**config.mk**
```make
export PLATFORM = sky130hd
export DESIGN_NAME = bit32_divider
export DESIGN_NICKNAME = d
export VERILOG_FILES = /design/src/rtl/div_pkg.sv /design/src/rtl/div_step.sv /design/src/rtl/bit32_divider.sv
export SDC_FILE = /design/constraint.sdc
export NUM_CORES = 1
export LEC_CHECK = 0
export BUFFER_PORTS_ARGS = -buffer_cell sky130_fd_sc_hd__buf_2
export CELL_PAD_IN_SITES_DETAIL_PLACEMENT = 0
export CELL_PAD_IN_SITES_GLOBAL_PLACEMENT = 2
export CORE_ASPECT_RATIO = 0.8
export CORE_UTILIZATION = 40
export CTS_BUF_LIST = sky130_fd_sc_hd__clkbuf_4
export CTS_CLUSTER_SIZE = 10
export DETAILED_ROUTE_END_ITERATION = 8
export GPL_ROUTABILITY_DRIVEN = 0
export PLACE_DENSITY_LB_ADDON = 0.1
export SETUP_SLACK_MARGIN = 0.1
export SLEW_MARGIN = 25
export SYNTH_ARGS = -nofsm -noshare
export SYNTH_HDL_FRONTEND = slang
export SYNTH_SLANG_ARGS = --single-unit
```
**constraint.sdc**
```tcl
create_clock -name clk -period 5.4 [get_ports clk]
set_input_delay 0.81 -clock clk [delete_from_list [all_inputs] [get_ports clk]]
set_output_delay 0.81 -clock clk [all_outputs]
set_load 0.02 [all_outputs]
```
**src/rtl/div_pkg.sv**
```systemverilog
// Shared definitions for the iterative restoring divider.
package div_pkg;

    localparam int DIV_W = 32;
    localparam int CNT_W = 6;

    typedef enum logic [1:0] {
        IDLE = 2'd0,
        RUN  = 2'd1,
        FIN  = 2'd2
    } state_e;

    // Unsigned magnitude of an operand; -2^31 maps to 32'h8000_0000.
    function automatic logic [DIV_W-1:0] mag(input logic [DIV_W-1:0] v, input logic sgn);
        logic [DIV_W-1:0] res;
        if (sgn && v[DIV_W-1]) begin
            res = ~v + 32'd1;
        end else begin
            res = v;
        end
        return res;
    endfunction

endpackage

```
**src/rtl/div_step.sv**
```systemverilog
// One restoring division step: shift in a dividend bit, try to subtract.
module div_step
    import div_pkg::*;
(
    input  logic [DIV_W-1:0] rem,
    input  logic             bit_in,
    input  logic [DIV_W-1:0] divisor,
    output logic [DIV_W-1:0] rem_next,
    output logic             q_bit
);

    logic [DIV_W-1:0] shifted_s;
    logic [DIV_W-1:0] diff_s;
    logic             ge_s;

    // The 33-bit partial remainder is {rem[31], shifted_s}. When its top bit
    // is set it already exceeds any divisor, and the true difference fits in
    // 32 bits, so a wrapped 32-bit subtraction gives the exact result.
    always_comb begin
        shifted_s = {rem[DIV_W-2:0], bit_in};
        diff_s    = shifted_s - divisor;
        ge_s      = rem[DIV_W-1] | (shifted_s >= divisor);
        if (ge_s) begin
            rem_next = diff_s;
            q_bit    = 1'b1;
        end else begin
            rem_next = shifted_s;
            q_bit    = 1'b0;
        end
    end

endmodule

```
**src/rtl/bit32_divider.sv**
```systemverilog
// Iterative 32-bit signed/unsigned divider, one quotient bit per clock,
// start/done handshake with fixed 33-cycle latency.
module bit32_divider
    import div_pkg::*;
#(
    parameter int WIDTH = 32
) (
    input  logic             clk,
    input  logic             rst_n,
    input  logic             start,
    input  logic [WIDTH-1:0] dividend,
    input  logic [WIDTH-1:0] divider,
    input  logic             s,
    output logic [WIDTH-1:0] quotient,
    output logic [WIDTH-1:0] remainder,
    output logic             error,
    output logic             busy,
    output logic             done
);

    state_e           state_q;
    logic [CNT_W-1:0] cnt_q;
    logic [DIV_W-1:0] dvd_q;       // dividend magnitude shifting out, quotient bits shifting in
    logic [DIV_W-1:0] dvs_q;       // divisor magnitude
    logic [DIV_W-1:0] rem_q;       // partial remainder
    logic [DIV_W-1:0] orig_q;      // original dividend, returned on divide-by-zero
    logic             neg_quo_q;
    logic             neg_rem_q;
    logic             zero_q;
    logic [DIV_W-1:0] quotient_q;
    logic [DIV_W-1:0] remainder_q;
    logic             error_q;
    logic             busy_q;
    logic             done_q;

    logic [DIV_W-1:0] rem_d;
    logic             q_bit_d;
    logic [DIV_W-1:0] quo_fix_d;
    logic [DIV_W-1:0] rem_fix_d;

    div_step u_step (
        .rem      (rem_q),
        .bit_in   (dvd_q[DIV_W-1]),
        .divisor  (dvs_q),
        .rem_next (rem_d),
        .q_bit    (q_bit_d)
    );

    // Sign fix-up of the magnitude results and the divide-by-zero override.
    always_comb begin
        quo_fix_d = dvd_q;
        rem_fix_d = rem_q;
        if (zero_q) begin
            quo_fix_d = {DIV_W{1'b1}};
            rem_fix_d = orig_q;
        end else begin
            if (neg_quo_q) begin
                quo_fix_d = ~dvd_q + 32'd1;
            end else begin
                quo_fix_d = dvd_q;
            end
            if (neg_rem_q) begin
                rem_fix_d = ~rem_q + 32'd1;
            end else begin
                rem_fix_d = rem_q;
            end
        end
    end

    // Control FSM, iteration datapath and registered result outputs.
    always_ff @(posedge clk or negedge rst_n) begin
        if (!rst_n) begin
            state_q     <= IDLE;
            cnt_q       <= 6'd0;
            dvd_q       <= 32'd0;
            dvs_q       <= 32'd0;
            rem_q       <= 32'd0;
            orig_q      <= 32'd0;
            neg_quo_q   <= 1'b0;
            neg_rem_q   <= 1'b0;
            zero_q      <= 1'b0;
            quotient_q  <= 32'd0;
            remainder_q <= 32'd0;
            error_q     <= 1'b0;
            busy_q      <= 1'b0;
            done_q      <= 1'b0;
        end else begin
            done_q <= 1'b0;
            case (state_q)
                IDLE: begin
                    if (start) begin
                        dvd_q     <= mag(dividend, s);
                        dvs_q     <= mag(divider, s);
                        rem_q     <= 32'd0;
                        orig_q    <= dividend;
                        neg_quo_q <= s & (dividend[DIV_W-1] ^ divider[DIV_W-1]);
                        neg_rem_q <= s & dividend[DIV_W-1];
                        zero_q    <= (divider == 32'd0);
                        cnt_q     <= 6'd0;
                        busy_q    <= 1'b1;
                        state_q   <= RUN;
                    end else begin
                        state_q   <= IDLE;
                    end
                end
                RUN: begin
                    rem_q <= rem_d;
                    dvd_q <= {dvd_q[DIV_W-2:0], q_bit_d};
                    if (cnt_q == 6'd31) begin
                        cnt_q   <= 6'd0;
                        busy_q  <= 1'b0;
                        state_q <= FIN;
                    end else begin
                        cnt_q   <= cnt_q + 6'd1;
                    end
                end
                FIN: begin
                    quotient_q  <= quo_fix_d;
                    remainder_q <= rem_fix_d;
                    error_q     <= zero_q;
                    done_q      <= 1'b1;
                    state_q     <= IDLE;
                end
                default: begin
                    busy_q  <= 1'b0;
                    cnt_q   <= 6'd0;
                    state_q <= IDLE;
                end
            endcase
        end
    end

    assign quotient  = quotient_q;
    assign remainder = remainder_q;
    assign error     = error_q;
    assign busy      = busy_q;
    assign done      = done_q;

endmodule

```
## Yosys cells after proc, flatten, opt, wreduce, memory -nomap -nowiden

Cells that the tools add are included.

- Bits of input ports: 68
- Logic and storage cells: 66
- Output and inout bits: 67
- Register bits: 206

- Magnitude comparators: 1
- $add $sub $neg: 6
- Reductions and logical operators: 9
- Multiplexer cells: 22
- Bitwise operators: 9
- Equal/unequal tests: 5

Operators with widths:

| operator | number |
|---|---|
| $mux W32 | 9 |
| $add A32 B1 Y32 const B | 4 |
| $not A32 Y32 | 4 |
| $pmux W32 S2 | 2 |
| $ge A32 B32 Y1 | 1 |
| $logic_not A32 Y1 | 1 |
| $sub A32 B32 Y32 | 1 |
| $pmux W6 S3 | 1 |
| $mux W6 | 2 |
| $add A6 B1 Y6 const B | 1 |
| $eq A6 B5 Y1 const B | 1 |
| $reduce_and A2 Y1 | 3 |
| $mux W1 | 5 |
| $ne A2 B2 Y1 const B | 2 |
| $pmux W2 S2 | 1 |
| $pmux W1 S3 | 1 |
| $reduce_and A3 Y1 | 1 |
| $and A1 B1 Y1 | 2 |
| $eq A2 B1 Y1 const B | 1 |
| $eq A2 B2 Y1 const B | 1 |
| $logic_and A1 B1 Y1 | 2 |
| $logic_not A2 Y1 | 1 |
| $mux W2 | 1 |
| $reduce_bool A2 Y1 | 1 |
| 3 further kinds | 3 |

## Longest topological paths before layout

Gate-level depths: netlist of run 1.

- Depth after elaboration: 5
- Mapped depth: 12
- Depth with buffers taken out: 11

## Modules after synthesis

A second synthesis of run 1 with hierarchy kept.

- Cell total of the unflattened synthesis: 1,507
- Area total of the unflattened synthesis: 12,868.6 um^2

Modules (own cells, without submodules):

| module | instances | area each (um^2) | cells an instance | sequential area each (um^2) |
|---|---|---|---|---|
| bit32_divider | 1 | 10,480.1 | 1,143 | 5,154.9 |
| div_step | 1 | 2,388.5 | 364 | 0.0 |

## Least setup slack after synthesis of run 1

Ideal clock, no wire load.

- Path kind: input to register
- From: input port divider[16]
- To: register dvs_q[27]
- Setup time: 0.130 ns
- Arrival time: 2.749 ns
- Path buffers: 0
- Setup slack: 2.521 ns
- Stages: 8
- Required time: 5.270 ns
- Path through: or4_1 -> nor4_1 -> nand3b_1 -> nand2b_1 -> or2_1 -> o41ai_1 -> xor2_1 -> o21ai_1

- Cells in the longest elaborated chain, start to end: 3

RTL lines:

| item | RTL line | RTL |
|---|---|---|
| start: declaration | bit32_divider.sv:12 | `input logic [WIDTH-1:0] divider,` |
| $not A32 Y32 | div_pkg.sv:17 | `res = ~v + 32'd1;` |
| $add A32 B1 Y32 | div_pkg.sv:17 |  |
| $mux W32 | div_pkg.sv:16 | `if (sgn && v[DIV_W-1]) begin` |
| end signal: assignment | bit32_divider.sv:93 | `dvs_q <= mag(divider, s);` |
| end: declaration | bit32_divider.sv:24 | `logic [DIV_W-1:0] dvs_q;` |

Every way passes these cells.
A chain may end at the register's enable or synchronous reset.

## Worst setup path after layout of run 1

- From: register rem_q[26]
- To: register rem_q[30]

- Cells in the longest elaborated chain, start to end: 4
- Elaborated cells between the ends (all ways): 5
- Classes of those cells: add/sub: 1; order compare: 1; mux: 2; bitwise: 1

RTL lines:

| item | RTL line | RTL |
|---|---|---|
| start: declaration | bit32_divider.sv:25 | `logic [DIV_W-1:0] rem_q;` |
| start signal: assignment | bit32_divider.sv:107 | `rem_q <= rem_d;` |
| $ge A32 B32 Y1 | div_step.sv:22 | `ge_s = rem[DIV_W-1] \| (shifted_s >= divisor);` |
| $or A1 B1 Y1 | div_step.sv:22 |  |
| $mux W32 (*) | div_step.sv:23 | `if (ge_s) begin` |
| $pmux W32 S2 (*) | bit32_divider.sv:89 | `case (state_q)` |

Mark *: on every way between the ends. The rest lies on a longest branch, timed or not.

==> flow_summary.html, run 1 <==
<table>
<tr><th>Metric</th><th>Value</th></tr>
<tr><th colspan="2">Outcome</th></tr>
<tr><td>Result of the run</td><td>complete, no violations</td></tr>
<tr><th colspan="2">STA</th></tr>
<tr><td>Final setup violating endpoints</td><td>0</td></tr>
<tr><td>Setup repair after global routing missed its margin</td><td>no</td></tr>
<tr><td>Final worst slack</td><td>1935 ps</td></tr>
<tr><td>Maximum clock frequency</td><td>288.6 MHz</td></tr>
<tr><td>Time the worst path needs with I/O delays and setup</td><td>3465 ps</td></tr>
<tr><td>Worst Tran Pin Value</td><td>1064 ps</td></tr>
<tr><td>Post-route fraction of the period consumed by the critical path</td><td>64.16%</td></tr>
<tr><td>Hold Violations, Final</td><td>0</td></tr>
<tr><td>Worst slew margin</td><td>28.80%</td></tr>
<tr><td>Layout Skew</td><td>31.31 ps</td></tr>
<tr><td>Pins over their slew limit</td><td>0</td></tr>
<tr><td>Setup TNS</td><td>0 ps</td></tr>
<tr><th colspan="2">GRT</th></tr>
<tr><td>Number of global-route vias before repair</td><td>11088</td></tr>
<tr><td>Global router's overall resource usage</td><td>25.32%</td></tr>
<tr><td>Initial antenna violation count</td><td>1</td></tr>
<tr><td>Remaining Overflow, GRT</td><td>0</td></tr>
<tr><td>Largest net degree at the start of global routing</td><td>97</td></tr>
<tr><td>Wire length of the first global-routing pass</td><td>64440 um</td></tr>
<tr><th colspan="2">Die</th></tr>
<tr><td>Die Span X</td><td>202.1 um</td></tr>
<tr><td>Number of ports placed on the die boundary</td><td>135</td></tr>
<tr><td>Row count</td><td>58</td></tr>
<tr><td>Chip height</td><td>162.1 um</td></tr>
<tr><td>Starting density of the core</td><td>40.68%</td></tr>
<tr><td>Die area</td><td>32750 um^2</td></tr>
<tr><td>Core Area</td><td>31500 um^2</td></tr>
<tr><th colspan="2">Clock network</th></tr>
<tr><td>Longest Clk Path Bufs</td><td>3</td></tr>
<tr><td>Root cell of the clock tree</td><td>sky130_fd_sc_hd__clkbuf_4</td></tr>
<tr><td>Clock tree from TritonCTS</td><td>yes</td></tr>
<tr><td>Clock net sink count</td><td>206</td></tr>
<tr><td>Number of buffers created by CTS</td><td>56</td></tr>
<tr><td>Post-cts gate resize count</td><td>0</td></tr>
<tr><td>Clock slew seen by the registers of the worst setup and hold paths</td><td>60 ps</td></tr>
<tr><td>Quantity of hold-fixing buffers added after cts</td><td>0</td></tr>
<tr><td>Post-CTS setup buffer count</td><td>0</td></tr>
<tr><td>Source-to-sink clock delay at the later pin of the worst-skew pair</td><td>750 ps</td></tr>
<tr><td>Total number of H-tree levels</td><td>2</td></tr>
<tr><th colspan="2">Setup path</th></tr>
<tr><td>Worst-path maximum fanout</td><td>22</td></tr>
<tr><td>Worst R2R Path Depth</td><td>7</td></tr>
<tr><td>R2R Path End</td><td>rem_q[30]</td></tr>
<tr><td>Slack of the worst reg-to-reg path</td><td>1940 ps</td></tr>
<tr><td>Worst path arrival time</td><td>4100 ps</td></tr>
<tr><td>Worst Setup End Kind</td><td>flop</td></tr>
<tr><td>Type of origin of the critical path</td><td>flop</td></tr>
<tr><td>Crit path required time</td><td>6040 ps</td></tr>
<tr><td>FF-to-FF Start</td><td>rem_q[26]</td></tr>
<tr><td>Type of the worst setup path</td><td>reg -&gt; reg</td></tr>
<tr><th colspan="2">Placed design</th></tr>
<tr><td>Count of input and output buffers</td><td>134</td></tr>
<tr><td>Pre-CTS worst setup slack</td><td>1806 ps</td></tr>
<tr><td>HPWL after DPL</td><td>30010 um</td></tr>
<tr><th colspan="2">Synthesis</th></tr>
<tr><td>Number of flops mapped to enable cells by yosys</td><td>0</td></tr>
<tr><td>Share of flip-flops with an asynchronous set or reset after synthesis</td><td>100.0%</td></tr>
<tr><td>Post-synthesis instance total</td><td>1533</td></tr>
<tr><td>Sequential cell area fraction in the yosys report</td><td>40.24%</td></tr>
<tr><td>Mapped cell area</td><td>12810 um^2</td></tr>
<tr><td>Top cell type's share of synthesized area</td><td>40.24%</td></tr>
<tr><td>Most common flop cell mapped by yosys</td><td>sky130_fd_sc_hd__dfrtp_1</td></tr>
<tr><td>Number of nets in the synthesized netlist</td><td>1639</td></tr>
<tr><td>Count of distinct cell types in the synthesized netlist</td><td>63</td></tr>
<tr><td>Most frequently used cell type in the post-synthesis netlist</td><td>sky130_fd_sc_hd__nand2_1</td></tr>
<tr><td>Synthesis warning total</td><td>0</td></tr>
<tr><td>Cells taking the most area after synthesis</td><td>sky130_fd_sc_hd__dfrtp_1 (40%), sky130_fd_sc_hd__nand2_1 (8.1%), sky130_fd_sc_hd__o21ai_0 (6.8%)</td></tr>
<tr><td>Mean instance size in the synthesized netlist</td><td>8.357 um^2</td></tr>
<tr><td>Yosys reg bits</td><td>206</td></tr>
<tr><td>Most instantiated cells after synthesis</td><td>sky130_fd_sc_hd__nand2_1 (278), sky130_fd_sc_hd__dfrtp_1 (206), sky130_fd_sc_hd__o21ai_0 (174), sky130_fd_sc_hd__a21oi_1 (105)</td></tr>
<tr><td>Post-synth top area cell</td><td>sky130_fd_sc_hd__dfrtp_1</td></tr>
<tr><th colspan="2">Power and ir drop</th></tr>
<tr><td>Leakage</td><td>6.485 nW</td></tr>
<tr><td>Total power</td><td>8.550 mW</td></tr>
<tr><td>Power density relative to cell area</td><td>586.3 nW/um^2</td></tr>
<tr><td>Peak supply drop</td><td>240.6 uV</td></tr>
<tr><th colspan="2">Detailed routing</th></tr>
<tr><td>DRT Wirelength</td><td>40720 um</td></tr>
<tr><td>Number of nets with antenna violations after detailed routing</td><td>0</td></tr>
<tr><td>Post-DR vias/cell</td><td>5.454</td></tr>
<tr><td>DRC viols</td><td>0</td></tr>
<tr><td>Number of iterations in the first detailed-routing pass</td><td>5</td></tr>
<tr><td>Initial detailed-routing violation count</td><td>870</td></tr>
<tr><td>Routed length per instance</td><td>19.27 um</td></tr>
<tr><td>Vias</td><td>11525</td></tr>
<tr><th colspan="2">Cells and area</th></tr>
<tr><td>Area taken by flip-flops and latches</td><td>5157 um^2</td></tr>
<tr><td>Fraction of layout cells with a size suffix above 1</td><td>15.61%</td></tr>
<tr><td>Area delta synth-&gt;final</td><td>13.83%</td></tr>
<tr><td>Fillcell total</td><td>3288</td></tr>
<tr><td>Multi-input gate area</td><td>7142 um^2</td></tr>
<tr><td>Post-layout net count</td><td>1756</td></tr>
<tr><th colspan="2">Min path</th></tr>
<tr><td>Kind of path behind the tightest hold check</td><td>in -&gt; async</td></tr>
<tr><th colspan="2">Flow run</th></tr>
<tr><td>Max Cap Violations</td><td>0</td></tr>
</table>
## power by group
group | total, mW | switching (mW) | internal [mW]
clock | 1.48 | 0.699 | 0.782
sequential | 2.73 | 0.650 | 2.08
combinational | 4.33 | 2.58 | 1.76
## state kept, by name (all words and copies together), names as in the netlist, 2 cells and up
name	cells
rem_q	32
dvs_q	32
quotient	32
cnt_q	6
dvd_q	32
state_q	2
remainder	32
orig_q	32
## routing by layer
layer / GRT usage [%] / vias up / routed length, um
met5: 0 / - / 0
met2: 35.25 / 302 / 16320
met3: 6.200 / 53 / 3048
met1: 38.84 / 5531 / 20770
li1: - / 5639 / -
met4: 5.751 / 0 / 582
## through the flow
| stage | cell area, um^2 | hold WS [ps] | instances | utilization [%] |
|---|---|---|---|---|
| floorplan | 12810 | 437.9 | 1533 | - |
| global placement | 13830 | 444.2 | 2012 | 43.91 |
| detailed placement | 13830 | 453.1 | 2012 | 43.91 |
| CTS | 14570 | 18.63 | 2111 | 46.26 |
| global route | 14580 | 70.91 | 2113 | 46.30 |
| finish | 14580 | 60.78 | 2113 | 46.30 |
## final cells by class
class                   instances  area share [%]
repair buffers                148           5.465
well taps                     420           3.604
multi-input cells            1180           48.97
clock inverters                11          0.5320
flip-flops and latches        206           35.37
diodes                          2         0.03432
inverters                      58           1.493
clock buffers                  88           4.530
## layout by cell type (no fill, tap or decap), types with 15 or more instances in the layout
master / Yosys / routed
sky130_fd_sc_hd__a22oi_1: 26 / 26
sky130_fd_sc_hd__nand3_1: 17 / 16
sky130_fd_sc_hd__o21ai_0: 174 / 173
sky130_fd_sc_hd__a21oi_1: 105 / 105
sky130_fd_sc_hd__o22a_1: 23 / 23
sky130_fd_sc_hd__nand2_1: 278 / 277
sky130_fd_sc_hd__nor3_1: 24 / 24
sky130_fd_sc_hd__o21ai_1: 16 / 16
sky130_fd_sc_hd__xnor2_1: 86 / 86
sky130_fd_sc_hd__clkbuf_4: 0 / 88
sky130_fd_sc_hd__and3_1: 18 / 18
sky130_fd_sc_hd__nor2_1: 86 / 85
sky130_fd_sc_hd__ha_1: 37 / 37
sky130_fd_sc_hd__inv_1: 58 / 58
sky130_fd_sc_hd__dfrtp_1: 206 / 204
sky130_fd_sc_hd__buf_2: 3 / 133
sky130_fd_sc_hd__mux2i_1: 22 / 22
sky130_fd_sc_hd__o31ai_1: 20 / 20
sky130_fd_sc_hd__o41ai_1: 15 / 15
sky130_fd_sc_hd__xor2_1: 58 / 58
## critical path, stage by stage, from the launching register on
cell	delay (ps)
sky130_fd_sc_hd__dfrtp_1	480
sky130_fd_sc_hd__ha_1	500
sky130_fd_sc_hd__nand4_1	260
sky130_fd_sc_hd__nor2_1	220
sky130_fd_sc_hd__nand4_1	280
sky130_fd_sc_hd__o31ai_4	890
sky130_fd_sc_hd__nand2_1	420
sky130_fd_sc_hd__o31ai_1	320
## worst max path at each step
stage	slack (ps)	startpoint	to
after detailed placement	1810	divider[4]	dvs_q[27]
after CTS	2020	dvd_q[31]	rem_q[30]
final	1940	rem_q[26]	rem_q[30]
after global routing	1730	rem_q[5]	remainder[26]
after floorplan	2520	divider[16]	dvs_q[27]
after global placement	1800	dividend[16]	dvd_q[31]
## logic make-up after synthesis
group                      Yosys count  share of synthesized area (%)
muxes                               23                          1.807
buffers and inverters              147                          4.366
adders and majority gates           38                          3.770
DFF                                206                          40.24
xor gates and xnor gates           144                          9.845
AOI/OAI and AO/OA                  460                          21.83
and+or+nand+nor                    515                          18.15
Note: power is estimated with default switching activity, not from simulation.
==> inputs of run 2 (changes only) <==
- CORE_UTILIZATION: 40 -> 34
- clock period: 5.4 -> 2.8 ns (I/O delays scaled with it)
==> run 2 against run 1 <==
Die area up 17%. Cell count up 13%. Via count up 8.5%. Wire length up 11%. Highest routed layer unchanged.
==> flow_summary.html, run 2 (synthesized netlist as in run 1, its figures left out) <==
<table>
<tr><th>Metric</th><th>Value</th></tr>
<tr><th colspan="2">Clock network</th></tr>
<tr><td>Clock slew seen by the registers of the worst setup and hold paths</td><td>70 ps</td></tr>
<tr><td>Root cell of the clock tree</td><td>sky130_fd_sc_hd__clkbuf_4</td></tr>
<tr><td>Total number of H-tree levels</td><td>2</td></tr>
<tr><td>Longest Clk Path Bufs</td><td>3</td></tr>
<tr><td>Clock net sink count</td><td>206</td></tr>
<tr><td>Number of buffers created by CTS</td><td>58</td></tr>
<tr><td>Clock tree from TritonCTS</td><td>yes</td></tr>
<tr><td>Source-to-sink clock delay at the later pin of the worst-skew pair</td><td>760 ps</td></tr>
<tr><th colspan="2">Cells and area</th></tr>
<tr><td>Fraction of layout cells with a size suffix above 1</td><td>26.05%</td></tr>
<tr><td>Area delta synth-&gt;final</td><td>33.30%</td></tr>
<tr><td>Most frequent cells in the layout</td><td>sky130_fd_sc_hd__nand2_1 (274), sky130_fd_sc_hd__dfrtp_1 (203), sky130_fd_sc_hd__buf_4 (152)</td></tr>
<tr><td>Post-layout net count</td><td>1975</td></tr>
<tr><td>Most common library cell in the layout ignoring fill and taps</td><td>sky130_fd_sc_hd__nand2_1</td></tr>
<tr><td>Final cell utilization of the core</td><td>46.10%</td></tr>
<tr><th colspan="2">STA</th></tr>
<tr><td>Worst slew margin</td><td>30.29%</td></tr>
<tr><td>Maximum clock frequency</td><td>364.4 MHz</td></tr>
<tr><td>Worst Tran Pin Value</td><td>1042 ps</td></tr>
<tr><td>Layout Skew</td><td>78.51 ps</td></tr>
<tr><td>Time the worst path needs with I/O delays and setup</td><td>2744 ps</td></tr>
<tr><td>Final setup violating endpoints</td><td>0</td></tr>
<tr><td>Setup repair after global routing missed its margin</td><td>yes</td></tr>
<tr><td>Hold Violations, Final</td><td>0</td></tr>
<tr><td>Post-route fraction of the period consumed by the critical path</td><td>98.00%</td></tr>
<tr><td>Pins over their slew limit</td><td>0</td></tr>
<tr><th colspan="2">Detailed routing</th></tr>
<tr><td>Post-DR vias/cell</td><td>5.213</td></tr>
<tr><td>Number of iterations in the first detailed-routing pass</td><td>5</td></tr>
<tr><td>Number of nets with antenna violations after detailed routing</td><td>0</td></tr>
<tr><td>DRC viols</td><td>0</td></tr>
<tr><td>DRT Wirelength</td><td>45360 um</td></tr>
<tr><td>Initial detailed-routing violation count</td><td>816</td></tr>
<tr><td>Vias</td><td>12500</td></tr>
<tr><td>Routed length per instance</td><td>18.92 um</td></tr>
<tr><th colspan="2">Setup path</th></tr>
<tr><td>Worst Setup End Kind</td><td>flop</td></tr>
<tr><td>Type of origin of the critical path</td><td>flop</td></tr>
<tr><td>Slack of the worst reg-to-reg path</td><td>60 ps</td></tr>
<tr><td>Crit path required time</td><td>3410 ps</td></tr>
<tr><td>Worst-path maximum fanout</td><td>5</td></tr>
<tr><td>Worst path arrival time</td><td>3350 ps</td></tr>
<tr><td>Type of the worst setup path</td><td>reg -&gt; reg</td></tr>
<tr><th colspan="2">Die</th></tr>
<tr><td>Row count</td><td>63</td></tr>
<tr><td>Die area</td><td>38470 um^2</td></tr>
<tr><td>Die Span X</td><td>219.0 um</td></tr>
<tr><td>Starting density of the core</td><td>34.58%</td></tr>
<tr><td>Chip height</td><td>175.6 um</td></tr>
<tr><td>Core Area</td><td>37050 um^2</td></tr>
<tr><td>Number of ports placed on the die boundary</td><td>135</td></tr>
<tr><th colspan="2">Power and ir drop</th></tr>
<tr><td>Peak supply drop</td><td>421.0 uV</td></tr>
<tr><td>Power density relative to cell area</td><td>1154 nW/um^2</td></tr>
<tr><td>Leakage</td><td>7.607 nW</td></tr>
<tr><td>Total power</td><td>19.70 mW</td></tr>
<tr><th colspan="2">GRT</th></tr>
<tr><td>Initial antenna violation count</td><td>2</td></tr>
<tr><td>Largest net degree at the start of global routing</td><td>72</td></tr>
<tr><td>Global-route track usage on met2</td><td>33.39%</td></tr>
<tr><td>Remaining Overflow, GRT</td><td>0</td></tr>
<tr><td>Met1 routing resource usage after global routing</td><td>37.34%</td></tr>
<tr><td>Global router's overall resource usage</td><td>23.87%</td></tr>
<tr><td>Wire length of the first global-routing pass</td><td>70950 um</td></tr>
<tr><td>Number of global-route vias before repair</td><td>12233</td></tr>
<tr><td>Global routing's busiest layer</td><td>met1</td></tr>
<tr><td>Global Route met3 Usage</td><td>4.416%</td></tr>
<tr><th colspan="2">Flow run</th></tr>
<tr><td>Max Cap Violations</td><td>0</td></tr>
<tr><th colspan="2">Outcome</th></tr>
<tr><td>Result of the run</td><td>complete, no violations</td></tr>
<tr><th colspan="2">Placed design</th></tr>
<tr><td>HPWL after DPL</td><td>33520 um</td></tr>
<tr><td>Count of input and output buffers</td><td>134</td></tr>
<tr><th colspan="2">Min path</th></tr>
<tr><td>Kind of path behind the tightest hold check</td><td>in -&gt; reg</td></tr>
</table>
## run 2: cell types whose count changed in the layout (fill, tap and decap cells not counted), sizes merged
cell,change
buf,+157
clkbuf,-1
dlygate4sd3,+59
clkinv,+3
diode,+1
bufinv,-1
## run 2: stage by stage
| step | TNS (ps) | instance area [um^2] | hold WS (ps) | setup WS, ps | std cells |
|---|---|---|---|---|---|
| 3_5_place_dp | -239.0 | 15080 | 400.2 | -61.31 | 2223 |
| 6_report | 0 | 17080 | 87.42 | 56.13 | 2398 |
| 3_3_place_gp | -77.10 | 15080 | 397.8 | -56.29 | 2223 |
| 4_1_cts | 0 | 16480 | 4.974 | 85.72 | 2383 |
| 2_1_floorplan | 0 | 12810 | 124.4 | 154.9 | 1533 |
| 5_1_grt | -289.5 | 17080 | 26.61 | -69.83 | 2397 |
## run 2: power by group
part	switching [mW]	leakage, nW	total, mW	internal, mW
sequential	0.925	2.44	4.95	4.03
clock	1.40	0.420	2.79	1.39
combinational	6.40	4.75	12.0	5.56
total	8.73	7.61	19.7	11.0
## run 2: final cells by class
cell class,instances,area [um^2]
timing repair buffer,365,2728
sequential,206,5159
fill,3821,19970
inverter,58,217.7
antenna,3,7.507
clock buffer,86,645.6
clock inverter,13,57.56
tap,487,609.3
multi-input combinational,1180,7654
## run 2: repair_timing
| item | CTS | global route |
|---|---|---|
| endpoints found under the setup margin | 40 | 49 |
| pin swaps | 9 | 26 |
| endpoints found under the hold margin | 114 | 0 |
| setup buffers | 2 | 11 |
| resized for setup | 26 | 119 |
| cloned | 0 | 1 |
| hold buffers | 59 | 0 |
## run 2: worst max-delay path, cell delays in order, from the launching register on
cell,delay (ps)
sky130_fd_sc_hd__dfrtp_1,380
sky130_fd_sc_hd__or4_4,540
sky130_fd_sc_hd__or4b_4,510
sky130_fd_sc_hd__or3_4,450
sky130_fd_sc_hd__o31ai_2,210
sky130_fd_sc_hd__xor2_1,180
sky130_fd_sc_hd__nor2_1,80
sky130_fd_sc_hd__a21oi_1,170
sky130_fd_sc_hd__o21ai_1,70
## run 2: worst paths after layout
check,startpoint,to,depth (start not counted)
setup / recovery,rem_q[14],remainder[29],8
hold / removal,divider[0],dvs_q[0],3
setup reg to reg,rem_q[14],remainder[29],8
hold reg to reg,quotient[31],quotient[31],2
max in group asynchronous,rst_n,dvs_q[15],3
min in group asynchronous,rst_n,remainder[2],2
## run 2: per-layer routing
metal / vias up / share of wire (%)
li1: 6091 / -
met1: 6096 / 52
met2: 260 / 41
met3: 53 / 5.3
met4: 0 / 1.6
met5: - / 0
==> inputs of run 3 (changes only) <==
--- a/config.mk
+++ b/config.mk
@@ -10,3 +10,2 @@
 export CELL_PAD_IN_SITES_GLOBAL_PLACEMENT = 2
-export CORE_ASPECT_RATIO = 0.8
 export CORE_UTILIZATION = 34
==> constraint.sdc (replaced) <==
create_clock -name clk -period 2.8 [get_ports clk]
set_input_delay 0.28 -clock clk [delete_from_list [all_inputs] [get_ports clk]]
set_output_delay 0.28 -clock clk [all_outputs]
set_load 0.02 [all_outputs]
==> run 3 against run 2 <==
The run now ends with setup timing left. First-iteration DRC count shrank 8.8%. Sequential share of layout area fell by 0.44 points. Global-route usage decreased by 0.54 points. Clock power up 5%. Sequential cell count did not move. Wire length shrank 1.8%. Sequential power barely moved. Cell count grew 1.6%. Critical path type unchanged.
==> flow_summary.html, run 3 (synthesized netlist as in run 1, its figures left out) <==
<table>
<tr><th>Metric</th><th>Value</th></tr>
<tr><th colspan="2">Outcome</th></tr>
<tr><td>Result of the run</td><td>complete, but fails checks</td></tr>
<tr><td>Failing checks</td><td>setup timing</td></tr>
<tr><th colspan="2">Power and ir drop</th></tr>
<tr><td>Sequential share of power</td><td>25.3%</td></tr>
<tr><td>Leakage</td><td>7.698 nW</td></tr>
<tr><td>Internal Dissipation</td><td>11.07 mW</td></tr>
<tr><td>Total power</td><td>19.63 mW</td></tr>
<tr><td>Power density relative to cell area</td><td>1133 nW/um^2</td></tr>
<tr><td>Clock power share</td><td>14.9%</td></tr>
<tr><td>Net Sw Frac</td><td>43.62%</td></tr>
<tr><td>Combinational share of power</td><td>59.7%</td></tr>
<tr><td>Peak supply drop</td><td>348.5 uV</td></tr>
<tr><td>Net Switching</td><td>8.564 mW</td></tr>
<tr><th colspan="2">Detailed routing</th></tr>
<tr><td>Number of iterations in the first detailed-routing pass</td><td>5</td></tr>
<tr><td>Post-DR vias/cell</td><td>5.099</td></tr>
<tr><td>Vias</td><td>12421</td></tr>
<tr><td>Initial detailed-routing violation count</td><td>744</td></tr>
<tr><td>Routed length per instance</td><td>18.28 um</td></tr>
<tr><td>DRT Wirelength</td><td>44530 um</td></tr>
<tr><td>Number of nets with antenna violations after detailed routing</td><td>0</td></tr>
<tr><td>DRC viols</td><td>0</td></tr>
<tr><th colspan="2">Cells and area</th></tr>
<tr><td>Final cell utilization of the core</td><td>47.00%</td></tr>
<tr><td>Most frequent cells in the layout</td><td>sky130_fd_sc_hd__nand2_1 (274), sky130_fd_sc_hd__dfrtp_1 (203), sky130_fd_sc_hd__buf_4 (141)</td></tr>
<tr><td>Most common library cell in the layout ignoring fill and taps</td><td>sky130_fd_sc_hd__nand2_1</td></tr>
<tr><td>Filler-free cell count of the finished design</td><td>2436</td></tr>
<tr><td>Fraction of layout cells with a size suffix above 1</td><td>25.01%</td></tr>
<tr><td>Area delta synth-&gt;final</td><td>35.29%</td></tr>
<tr><td>Summed area of non-filler cells in the final layout</td><td>17330 um^2</td></tr>
<tr><td>Post-layout net count</td><td>1991</td></tr>
<tr><td>Fillcell total</td><td>3770</td></tr>
<tr><th colspan="2">Die</th></tr>
<tr><td>Row count</td><td>70</td></tr>
<tr><td>Starting density of the core</td><td>34.74%</td></tr>
<tr><td>Die area</td><td>38460 um^2</td></tr>
<tr><td>Core Area</td><td>36870 um^2</td></tr>
<tr><td>Chip height</td><td>196.1 um</td></tr>
<tr><td>Number of ports placed on the die boundary</td><td>135</td></tr>
<tr><td>Die Span X</td><td>196.1 um</td></tr>
<tr><th colspan="2">Setup path</th></tr>
<tr><td>Stage delay of the slowest cell on the critical path</td><td>520 ps</td></tr>
<tr><td>Type of the worst setup path</td><td>reg -&gt; reg</td></tr>
<tr><td>Cells along the critical path</td><td>buf_6 -&gt; or4_4 -&gt; or4b_4 -&gt; or3_4 -&gt; o31ai_4 -&gt; xor2_1 -&gt; nor2_1 -&gt; a21oi_1 -&gt; o21ai_1</td></tr>
<tr><td>FF-to-FF Start</td><td>rem_q[12]</td></tr>
<tr><td>Worst Setup End Kind</td><td>flop</td></tr>
<tr><td>Worst-path maximum fanout</td><td>5</td></tr>
<tr><td>Type of origin of the critical path</td><td>flop</td></tr>
<tr><td>CP startpoint</td><td>rem_q[12]</td></tr>
<tr><td>Crit path required time</td><td>3430 ps</td></tr>
<tr><td>Critical-path top delay cell</td><td>sky130_fd_sc_hd__or4b_4</td></tr>
<tr><td>Worst path arrival time</td><td>3430 ps</td></tr>
<tr><th colspan="2">Clock network</th></tr>
<tr><td>Clock slew seen by the registers of the worst setup and hold paths</td><td>60 ps</td></tr>
<tr><td>Longest Clk Path Bufs</td><td>3</td></tr>
<tr><td>Total number of H-tree levels</td><td>2</td></tr>
<tr><td>Clock net sink count</td><td>206</td></tr>
<tr><td>Root cell of the clock tree</td><td>sky130_fd_sc_hd__clkbuf_4</td></tr>
<tr><td>Number of buffers created by CTS</td><td>59</td></tr>
<tr><td>Source-to-sink clock delay at the later pin of the worst-skew pair</td><td>800 ps</td></tr>
<tr><td>Clock tree from TritonCTS</td><td>yes</td></tr>
<tr><th colspan="2">Placed design</th></tr>
<tr><td>Count of input and output buffers</td><td>134</td></tr>
<tr><td>HPWL after DPL</td><td>32910 um</td></tr>
<tr><td>Placed Cells</td><td>2224</td></tr>
<tr><td>Pre-CTS worst setup slack</td><td>-56.28 ps</td></tr>
<tr><td>Post-detailed-placement cell area</td><td>14970 um^2</td></tr>
<tr><th colspan="2">STA</th></tr>
<tr><td>Post-route fraction of the period consumed by the critical path</td><td>100.0%</td></tr>
<tr><td>Pins over their slew limit</td><td>0</td></tr>
<tr><td>Worst Tran Pin Value</td><td>779.7 ps</td></tr>
<tr><td>Maximum clock frequency</td><td>357.0 MHz</td></tr>
<tr><td>Layout Skew</td><td>51.19 ps</td></tr>
<tr><td>Hold Worst Slack</td><td>80.84 ps</td></tr>
<tr><td>Final setup violating endpoints</td><td>1</td></tr>
<tr><td>Worst slew margin</td><td>48.02%</td></tr>
<tr><td>Setup repair after global routing missed its margin</td><td>yes</td></tr>
<tr><td>Hold Violations, Final</td><td>0</td></tr>
<tr><td>Time the worst path needs with I/O delays and setup</td><td>2801 ps</td></tr>
<tr><td>Final worst slack</td><td>-1.053 ps</td></tr>
<tr><td>Setup TNS</td><td>-1.053 ps</td></tr>
<tr><th colspan="2">Flow run</th></tr>
<tr><td>Max Cap Violations</td><td>0</td></tr>
<tr><th colspan="2">GRT</th></tr>
<tr><td>Initial antenna violation count</td><td>3</td></tr>
<tr><td>Largest net degree at the start of global routing</td><td>74</td></tr>
<tr><td>Wire length of the first global-routing pass</td><td>69300 um</td></tr>
<tr><td>Number of global-route vias before repair</td><td>12365</td></tr>
<tr><td>Global router's overall resource usage</td><td>23.33%</td></tr>
<tr><td>Remaining Overflow, GRT</td><td>0</td></tr>
<tr><th colspan="2">Min path</th></tr>
<tr><td>Kind of path behind the tightest hold check</td><td>in -&gt; async</td></tr>
</table>
==> run 3: timing repair <==
| item | CTS | global route |
|---|---|---|
| pin swaps | 10 | 22 |
| setup endpoints to repair | 32 | 51 |
| hold buffers | 85 | 0 |
| resized for setup | 19 | 117 |
| buffers inserted | 5 | 13 |
| gates cloned | 0 | 1 |
| hold endpoints to repair | 250 | 0 |
==> run 3: path summary, 6_finish.rpt <==
| path | endpoint | slack [ps] | cells past startpoint |
|---|---|---|---|
| min in group clk | dvs_q[21] | 270 | 7 |
| setup / recovery | remainder[25] | -1 | 9 |
| hold / removal | remainder[13] | 80 | 2 |
| hold reg to reg | quotient[31] | 460 | 2 |
| setup reg to reg | remainder[25] | -1 | 9 |
| max in group asynchronous | dvd_q[2] | 1900 | 3 |
==> run 3: power groups by stage <==
stage	Combinational, mW	Clock, mW	Sequential (mW)
finish	11.7	2.93	4.97
global route	12.9	3.19	5.10
CTS	10.7	3.06	4.94
detailed placement	10.3	0	4.98
global placement	10.3	0	4.97
floorplan	5.85	0	5.16
==> run 3: layout make-up <==
class	count	area [um^2]	area share [%]
clock buffers	89	668.1	3.855
diodes	1	2.502	0.01444
flip-flops and latches	206	5159	29.76
inverters	58	217.7	1.256
well taps	504	630.6	3.638
multi-input cells	1180	7629	44.02
clock inverters	18	102.6	0.5920
repair buffers	380	2923	16.86
==> run 3: worst max-delay path, delay by kind of cell, from the launching register on <==
family,cells,cell delay (ps)
xor gates and xnor gates,1,220
buffers and inverters,1,120
DFF,1,390
and+or+nand+nor,4,1520
AOI/OAI and AO/OA,3,410
==> run 3: per-layer routing <==
layer / part of all wire (%) / global-route usage (%) / vias up
li1: - / - / 6128
met1: 46 / 30.71 / 5935
met2: 48 / 38.91 / 284
met3: 3.7 / 3.112 / 72
met4: 2.7 / 8.796 / 2
met5: 0.027 / 0 / -
